<file path="config.mk">
export PLATFORM = sky130hd
export DESIGN_NAME = score_accumulator
export DESIGN_NICKNAME = d
export VERILOG_FILES = /design/src/rtl/score_accumulator_pkg.sv /design/src/rtl/sat_add.sv /design/src/rtl/score_accumulator.sv
export SDC_FILE = /design/constraint.sdc
export NUM_CORES = 1
export LEC_CHECK = 0
export ABC_AREA = 1
export CORE_ASPECT_RATIO = 0.5
export CORE_UTILIZATION = 40
export DETAILED_ROUTE_END_ITERATION = 10
export PLACE_DENSITY = 0.69
export SLEW_MARGIN = 20
export SYNTH_ARGS = -nofsm -noshare
export SYNTH_HDL_FRONTEND = slang
export SYNTH_SLANG_ARGS = --single-unit
</file>
<file path="constraint.sdc">
create_clock -name clk -period 4.4 [get_ports clk]
set_input_delay 0.66 -clock clk [delete_from_list [all_inputs] [get_ports clk]]
set_output_delay 0.66 -clock clk [all_outputs]
set_load 0.02 [all_outputs]
</file>
<file path="src/rtl/score_accumulator_pkg.sv">
// rtl/score_accumulator_pkg.sv - shared encodings and defaults for the score accumulator
package score_accumulator_pkg;

    typedef enum logic [1:0] {
        ST_IDLE = 2'b00,
        ST_PLAY = 2'b01,
        ST_DONE = 2'b10,
        ST_FAIL = 2'b11
    } state_t;

    localparam logic [1:0] MOD_NORMAL = 2'b00;
    localparam logic [1:0] MOD_NOFAIL = 2'b01;
    localparam logic [1:0] MOD_HALF   = 2'b10;
    localparam logic [1:0] MOD_DOUBLE = 2'b11;

    localparam int W_DEF       = 16;
    localparam int HP_MAX_DEF  = 100;
    localparam int HP_LOSS_DEF = 10;
    localparam int HP_GAIN_DEF = 2;

    function automatic logic can_fail(input logic [1:0] mod_code);
        return mod_code != MOD_NOFAIL;
    endfunction

endpackage

</file>
<file path="src/rtl/sat_add.sv">
// rtl/sat_add.sv - W-bit unsigned saturating adder, combinational
module sat_add #(
    parameter int W = 16
) (
    input  logic [W-1:0] a,
    input  logic [W-1:0] b,
    output logic [W-1:0] y
);

    logic [W:0] full;

    assign full = {1'b0, a} + {1'b0, b};
    assign y    = full[W] ? {W{1'b1}} : full[W-1:0];

endmodule

</file>
<file path="src/rtl/score_accumulator.sv">
// rtl/score_accumulator.sv - per-note score/combo/health accumulation with song state FSM
module score_accumulator
    import score_accumulator_pkg::*;
#(
    parameter int W       = W_DEF,
    parameter int HP_MAX  = HP_MAX_DEF,
    parameter int HP_LOSS = HP_LOSS_DEF,
    parameter int HP_GAIN = HP_GAIN_DEF
) (
    input  logic         clk,
    input  logic         rst,
    input  logic         start,
    input  logic [W-1:0] total_note,
    input  logic [1:0]   mod,
    input  logic         judge_valid,
    input  logic [W-1:0] base_score,
    input  logic [W-1:0] bonus_score,
    input  logic [W-1:0] combo,
    output logic [W-1:0] last_combo,
    output logic [W-1:0] last_base_score,
    output logic [W-1:0] now_cnt,
    output logic [W-1:0] total_score,
    output logic [W-1:0] max_combo,
    output logic [7:0]   health,
    output logic         playing,
    output logic         finished,
    output logic         failed
);

    localparam logic [7:0] HP_FULL = 8'(HP_MAX);
    localparam logic [7:0] HP_DROP = 8'(HP_LOSS);

    state_t       state, state_n;
    logic [W-1:0] total_note_q, total_note_n;
    logic [1:0]   mod_q, mod_n;
    logic [W-1:0] last_combo_n, last_base_n, now_cnt_n, total_score_n, max_combo_n;
    logic [7:0]   health_n;
    logic [W-1:0] base_sum, judge_sum, total_sum;
    logic [8:0]   hp_up;

    sat_add #(.W(W)) u_base_acc  (.a(last_base_score), .b(base_score),  .y(base_sum));
    sat_add #(.W(W)) u_judge_sum (.a(base_score),      .b(bonus_score), .y(judge_sum));
    sat_add #(.W(W)) u_total_acc (.a(total_score),     .b(judge_sum),   .y(total_sum));

    assign hp_up = {1'b0, health} + 9'(HP_GAIN);

    always_comb begin
        state_n       = state;
        total_note_n  = total_note_q;
        mod_n         = mod_q;
        last_combo_n  = last_combo;
        last_base_n   = last_base_score;
        now_cnt_n     = now_cnt;
        total_score_n = total_score;
        max_combo_n   = max_combo;
        health_n      = health;
        if (start) begin
            total_note_n  = total_note;
            mod_n         = mod;
            last_combo_n  = '0;
            last_base_n   = '0;
            now_cnt_n     = '0;
            total_score_n = '0;
            max_combo_n   = '0;
            health_n      = HP_FULL;
            state_n       = (total_note == '0) ? ST_DONE : ST_PLAY;
        end else if (state == ST_PLAY && judge_valid) begin
            now_cnt_n     = (now_cnt == {W{1'b1}}) ? now_cnt : now_cnt + W'(1);
            last_combo_n  = combo;
            max_combo_n   = (combo > max_combo) ? combo : max_combo;
            last_base_n   = base_sum;
            total_score_n = total_sum;
            if (base_score == '0)
                health_n = (health > HP_DROP) ? health - HP_DROP : 8'd0;
            else
                health_n = (hp_up >= {1'b0, HP_FULL}) ? HP_FULL : hp_up[7:0];
            // Exit decisions look at the values this same edge will store
            if (health_n == 8'd0 && can_fail(mod_q))
                state_n = ST_FAIL;
            else if (now_cnt_n == total_note_q)
                state_n = ST_DONE;
        end
    end

    always_ff @(posedge clk) begin
        if (rst) begin
            state           <= ST_IDLE;
            total_note_q    <= '0;
            mod_q           <= MOD_NORMAL;
            last_combo      <= '0;
            last_base_score <= '0;
            now_cnt         <= '0;
            total_score     <= '0;
            max_combo       <= '0;
            health          <= HP_FULL;
            playing         <= 1'b0;
            finished        <= 1'b0;
            failed          <= 1'b0;
        end else begin
            state           <= state_n;
            total_note_q    <= total_note_n;
            mod_q           <= mod_n;
            last_combo      <= last_combo_n;
            last_base_score <= last_base_n;
            now_cnt         <= now_cnt_n;
            total_score     <= total_score_n;
            max_combo       <= max_combo_n;
            health          <= health_n;
            playing         <= (state_n == ST_PLAY);
            finished        <= (state_n == ST_DONE);
            failed          <= (state_n == ST_FAIL);
        end
    end

endmodule
</file>
* Word level (Yosys, flattened, before mapping) *
Index checks and enable logic that the tools add are counted.

storage, ports and cells
  flip-flop bits (word level) = 111
  input port bits = 70
  output and inout bits = 91
  logic and storage cells = 49

cells by class
  add/subtract/negate cells = 6
  magnitude comparators = 3
  equality and inequality tests = 7
  muxes and demuxes = 14
  reductions and logical operators = 7

operator list
  operator                 count
  $mux W16                 4
  $add A16 B16 Y17         3
  $mux W8                  5
  $logic_not A16 Y1        2
  $add A16 B1 Y16 const B  1
  $eq A16 B16 Y1           1
  $eq A16 B16 Y1 const B   1
  $gt A16 B16 Y1           1
  $mux W2                  5
  $add A8 B2 Y9 const B    1
  $ge A9 B7 Y1 const B     1
  $gt A8 B4 Y1 const B     1
  $logic_not A8 Y1         1
  $sub A8 B4 Y8 const B    1
  $eq A2 B1 Y1 const B     2
  $eq A2 B2 Y1 const B     2
  $logic_and A1 B1 Y1      2
  $ne A2 B1 Y1 const B     1
  $reduce_and A2 Y1        1
  $reduce_or A2 Y1         1

* Longest topological paths before layout *
  depth in word-level cells = 12
  depth in mapped cells = 26
  mapped depth without buffers = 26

* By module *
A second synthesis with hierarchy kept.

second synthesis, totals
  cells, all modules = 1472
  area total of the unflattened synthesis = 8841.0 sq um

modules (own cells, without submodules)
  module             instances  cells each  area an instance (sq um)  seq. area each (sq um)
  score_accumulator  1          815         5511.5                    2222.1
  sat_add            3          219         1109.8                    0.0

* Least setup slack after synthesis *
No wires, ideal clock.

  path type = input to register
  from = input port base_score[0]
  to = register total_score[1]
  library setup time = 0.116 ns
  arrival time = 3.995 ns
  required time = 4.284 ns
  path slack = 0.289 ns
  stages on the path = 22
  path buffers = 1
  cells stage by stage = ha_1 > fa_1 > nand3_1 > nand2_1 > nand2_1 > nand2_1 > a21oi_1 > o21ai_0 > nand3_1 > nand2_1 > inv_1 > clkbuf_1 > nand2_1 > ha_1 > a21oi_1 > nand2_1 > a21oi_1 > o21ai_0 > a21boi_1 > nand3_1 > o211ai_1 > inv_1

between the ends
  longest elaborated chain between the ends = 4

RTL lines
  what                  line                      RTL
  start, declared       score_accumulator.sv:16   input logic [W-1:0] base_score,
  $add A16 B16 Y17      sat_add.sv:12             assign full = {1'b0, a} + {1'b0, b};
  $mux W16              sat_add.sv:13             assign y = full[W] ? {W{1'b1}} : full[W-1:0];
  $add A16 B16 Y17      sat_add.sv:12
  $mux W16              sat_add.sv:13
  end signal, assigned  score_accumulator.sv:106  total_score <= total_score_n;
  end, declared         score_accumulator.sv:22   output logic [W-1:0] total_score,

No other way between the ends.
A chain may end at the register's enable or synchronous reset.

* Final worst setup path *
  from = input port base_score[0]
  to = register total_score[12]

Same word-level chain as after synthesis.

==> results.json <==
{
  "synth.area.top_cells": "dfxtp_1 29%, nand2_1 11%, ha_1 11%",
  "ys_ff_latch": 111,
  "dr_total_vias": 8287,
  "yosys_warnings": 0,
  "synth-edff-count": 0,
  "status": "finished, final reports clean",
  "dp.cells": 1604,
  "route.detailed.drc": 0,
  "max_freq_ghz": 0.236,
  "finClkSkew_ns": 0.0108,
  "first_iter_violations": 498,
  "synth_commonest_cells": "235 x nand2_1, 142 x inv_1, 127 x nor2_1, 111 x dfxtp_1, 101 x a21oi_1",
  "async_reset_ff_share_pct": 0,
  "hold_viol": 0,
  "placed_cell_area_um2": 10000,
  "die_area_um2": 20000,
  "min_path_type": "register to register",
  "clock_path_buffers": 2,
  "clk_latency_ns": 0.36,
  "ant_nets": 0,
  "synth_area_um2": 7750,
  "holdPathStages": 2,
  "whs_endpoint": "max_combo[5]",
  "diodes": 0,
  "die_h_um": 100,
  "cp-start-kind": "input pin",
  "fill_cells": 1797,
  "start_util_pct": 41.5,
  "dr.pass1.iters": 5,
  "holdBufCountCts": 0,
  "first_global_vias": 7778,
  "slew_headroom_pct": 36.1,
  "slew_violations": 0,
  "grt_usage_pct": 23.6,
  "tightest_slew_ns": 0.957,
  "setup_viol_count_final": 0,
  "cp_common_cell": "nand2_1",
  "finalCritPeriodShare_pct": 96.2,
  "r2r-start": "now_cnt[0]",
  "reg2reg_to": "finished",
  "rr_worst_depth": 16,
  "vdd_ir_drop_max_uv": 181,
  "avgViaCountPerCell": 5.10,
  "drive_above_1_share_pct": 8.86,
  "cts.sinks": 111,
  "cp_slowest_cell": "clkdlybuf4s50_1",
  "routedWlPerCell_um": 14.2,
  "crit_required_ns": 4.65,
  "leakage_nw": 4.78,
  "postSynthAreaPerCell_um2": 6.69,
  "clkTransAtPathRegs_ns": 0.08,
  "yosysMostFrequentCell": "nand2_1",
  "p_per_area_nw_per_um2": 257,
  "seq_area_um2": 2220,
  "synth_top_flop_cell": "dfxtp_1",
  "fp.dieW_um": 199,
  "fin_cells": 1624,
  "multiInputGateArea_um2": 4880,
  "numCtsBuffers": 9,
  "yosysTopAreaCell": "dfxtp_1",
  "grt_overflow": 0,
  "cts_root_buf": "clkbuf_16",
  "synth_top_area_share_pct": 28.7,
  "slowest_delay_ns": 0.45,
  "crit_path_max_fanout": 4,
  "grt_pass1_wl_mm": 37.7,
  "core_um2": 18700,
  "io-pin-count": 161,
  "htreeDepth": 3,
  "rows": 35,
  "seq_area_frac_synth_pct": 28.7,
  "fin_crit_ns": 4.23,
  "dp_hpwl_mm": 17.6,
  "critPathKind": "input pin to register",
  "fin_area_um2": 10400,
  "arrival_ns": 4.48,
  "final_nets": 1503,
  "port_buffers": 160,
  "setup.worst_path.end_class": "register",
  "r2r_slack_ns": 1.68,
  "min_from": "max_combo[5]",
  "grt_max_degree": 86,
  "tritoncts": "yes",
  "synth_fp_nets": 1303,
  "gp_congestion": 0.925,
  "maxCapViolCount": 0,
  "p_total_w": 0.00267,
  "hold_slack_ns": 0.474,
  "syn_inst": 1160,
  "ys_types": 43,
  "area_growth_pct": 34.0,
  "routed_wl_mm": 23.0,
  "antenna_found_initial": 0
}
logic make-up (layout without fill, tap and decap cells):
| group | count (synthesis) | after routing | share of synthesized area, % |
|---|---|---|---|
| buf+inv | 187 | 392 | 9.26 |
| flops | 111 | 111 | 28.7 |
| compound gates | 268 | 268 | 19.2 |
| simple gates | 480 | 480 | 26.2 |
| xor+xnor | 41 | 41 | 4.63 |
| fa+ha+maj | 73 | 73 | 12.1 |
worst max-delay path: cells and delay by family:
family / cells / cell delay, ns
fa+ha+maj: 4 / 0.97
buf+inv: 3 / 0.57
compound gates: 7 / 1.02
simple gates: 12 / 1.23
registers in the layout, summed over array words and instances, names as in the netlist:
register,cells
max_combo,16
last_combo,16
failed,1
mod_q,2
playing,1
finished,1
last_base_score,16
now_cnt,16
total_score,16
health,8
total_note_q,16
state,2
worst max-delay path by stage:
stage                     slack [ns]     startpoint              end
after floorplan                 0.29  base_score[0]   total_score[1]
after global placement         -0.40  base_score[0]   total_score[9]
after detailed placement       -0.58  base_score[0]   total_score[2]
after CTS                      0.008  base_score[0]   total_score[9]
after global routing           -0.10  base_score[0]   total_score[0]
final                           0.17  base_score[0]  total_score[12]
final cells by class:
class / count / area share [%]
multi-input combinational: 862 / 47.0
sequential: 111 / 21.4
timing repair buffer: 227 / 20.3
inverter: 149 / 5.39
tap: 259 / 3.12
clock buffer: 11 / 2.43
clock inverter: 5 / 0.373
report_power, final:
group	switching, W	total [W]	internal (W)	leakage [nW]
logic	0.000419	0.000776	0.000357	3.73
registers	0.0000310	0.00107	0.00104	0.904
clock network	0.000401	0.000822	0.000420	0.143
through the flow:
| stage | setup WS [ns] | TNS, ns | util [%] |
|---|---|---|---|
| global route | -0.102 | -0.842 | 55.6 |
| finish | 0.167 | 0 | 55.6 |
| global placement | -0.402 | -4.89 | 53.5 |
| CTS | 0.00836 | 0 | 55.2 |
| detailed placement | -0.583 | -8.15 | 53.5 |
| floorplan | 0.289 | 0 | - |
timing repair:
item                                    in CTS  in global routing
resized for setup                            5                 19
pin swaps                                    0                  3
setup buffers                                0                  4
cloned                                       0                  0
endpoints found under the setup margin      16                 16
cell usage in the layout, fill, tap and decap left out, drive strengths merged, types with 6 or more instances in the layout:
cell / netlist / routed
o21bai: 6 / 6
nor2: 132 / 132
buf: 7 / 67
nand2: 239 / 239
ha: 70 / 70
or2: 7 / 7
a21boi: 6 / 6
nand4: 14 / 14
inv: 147 / 149
xnor2: 17 / 17
nand3: 70 / 70
a21oi: 101 / 101
nand3b: 9 / 9
clkdlybuf4s50: 0 / 160
o21ai: 106 / 106
o211ai: 11 / 11
a31oi: 14 / 14
xor2: 24 / 24
a211oi: 13 / 13
dfxtp: 111 / 111
clkbuf: 31 / 11
layer usage:
layer	vias up	part of all wire (%)	track usage, %
met4	0	1.6	6.27
li1	4248	-	-
met2	226	46	39.2
met3	28	5.7	4.18
met5	-	0	0
met1	3785	47	31.5
No activity file was read; power rests on OpenSTA's default activity.
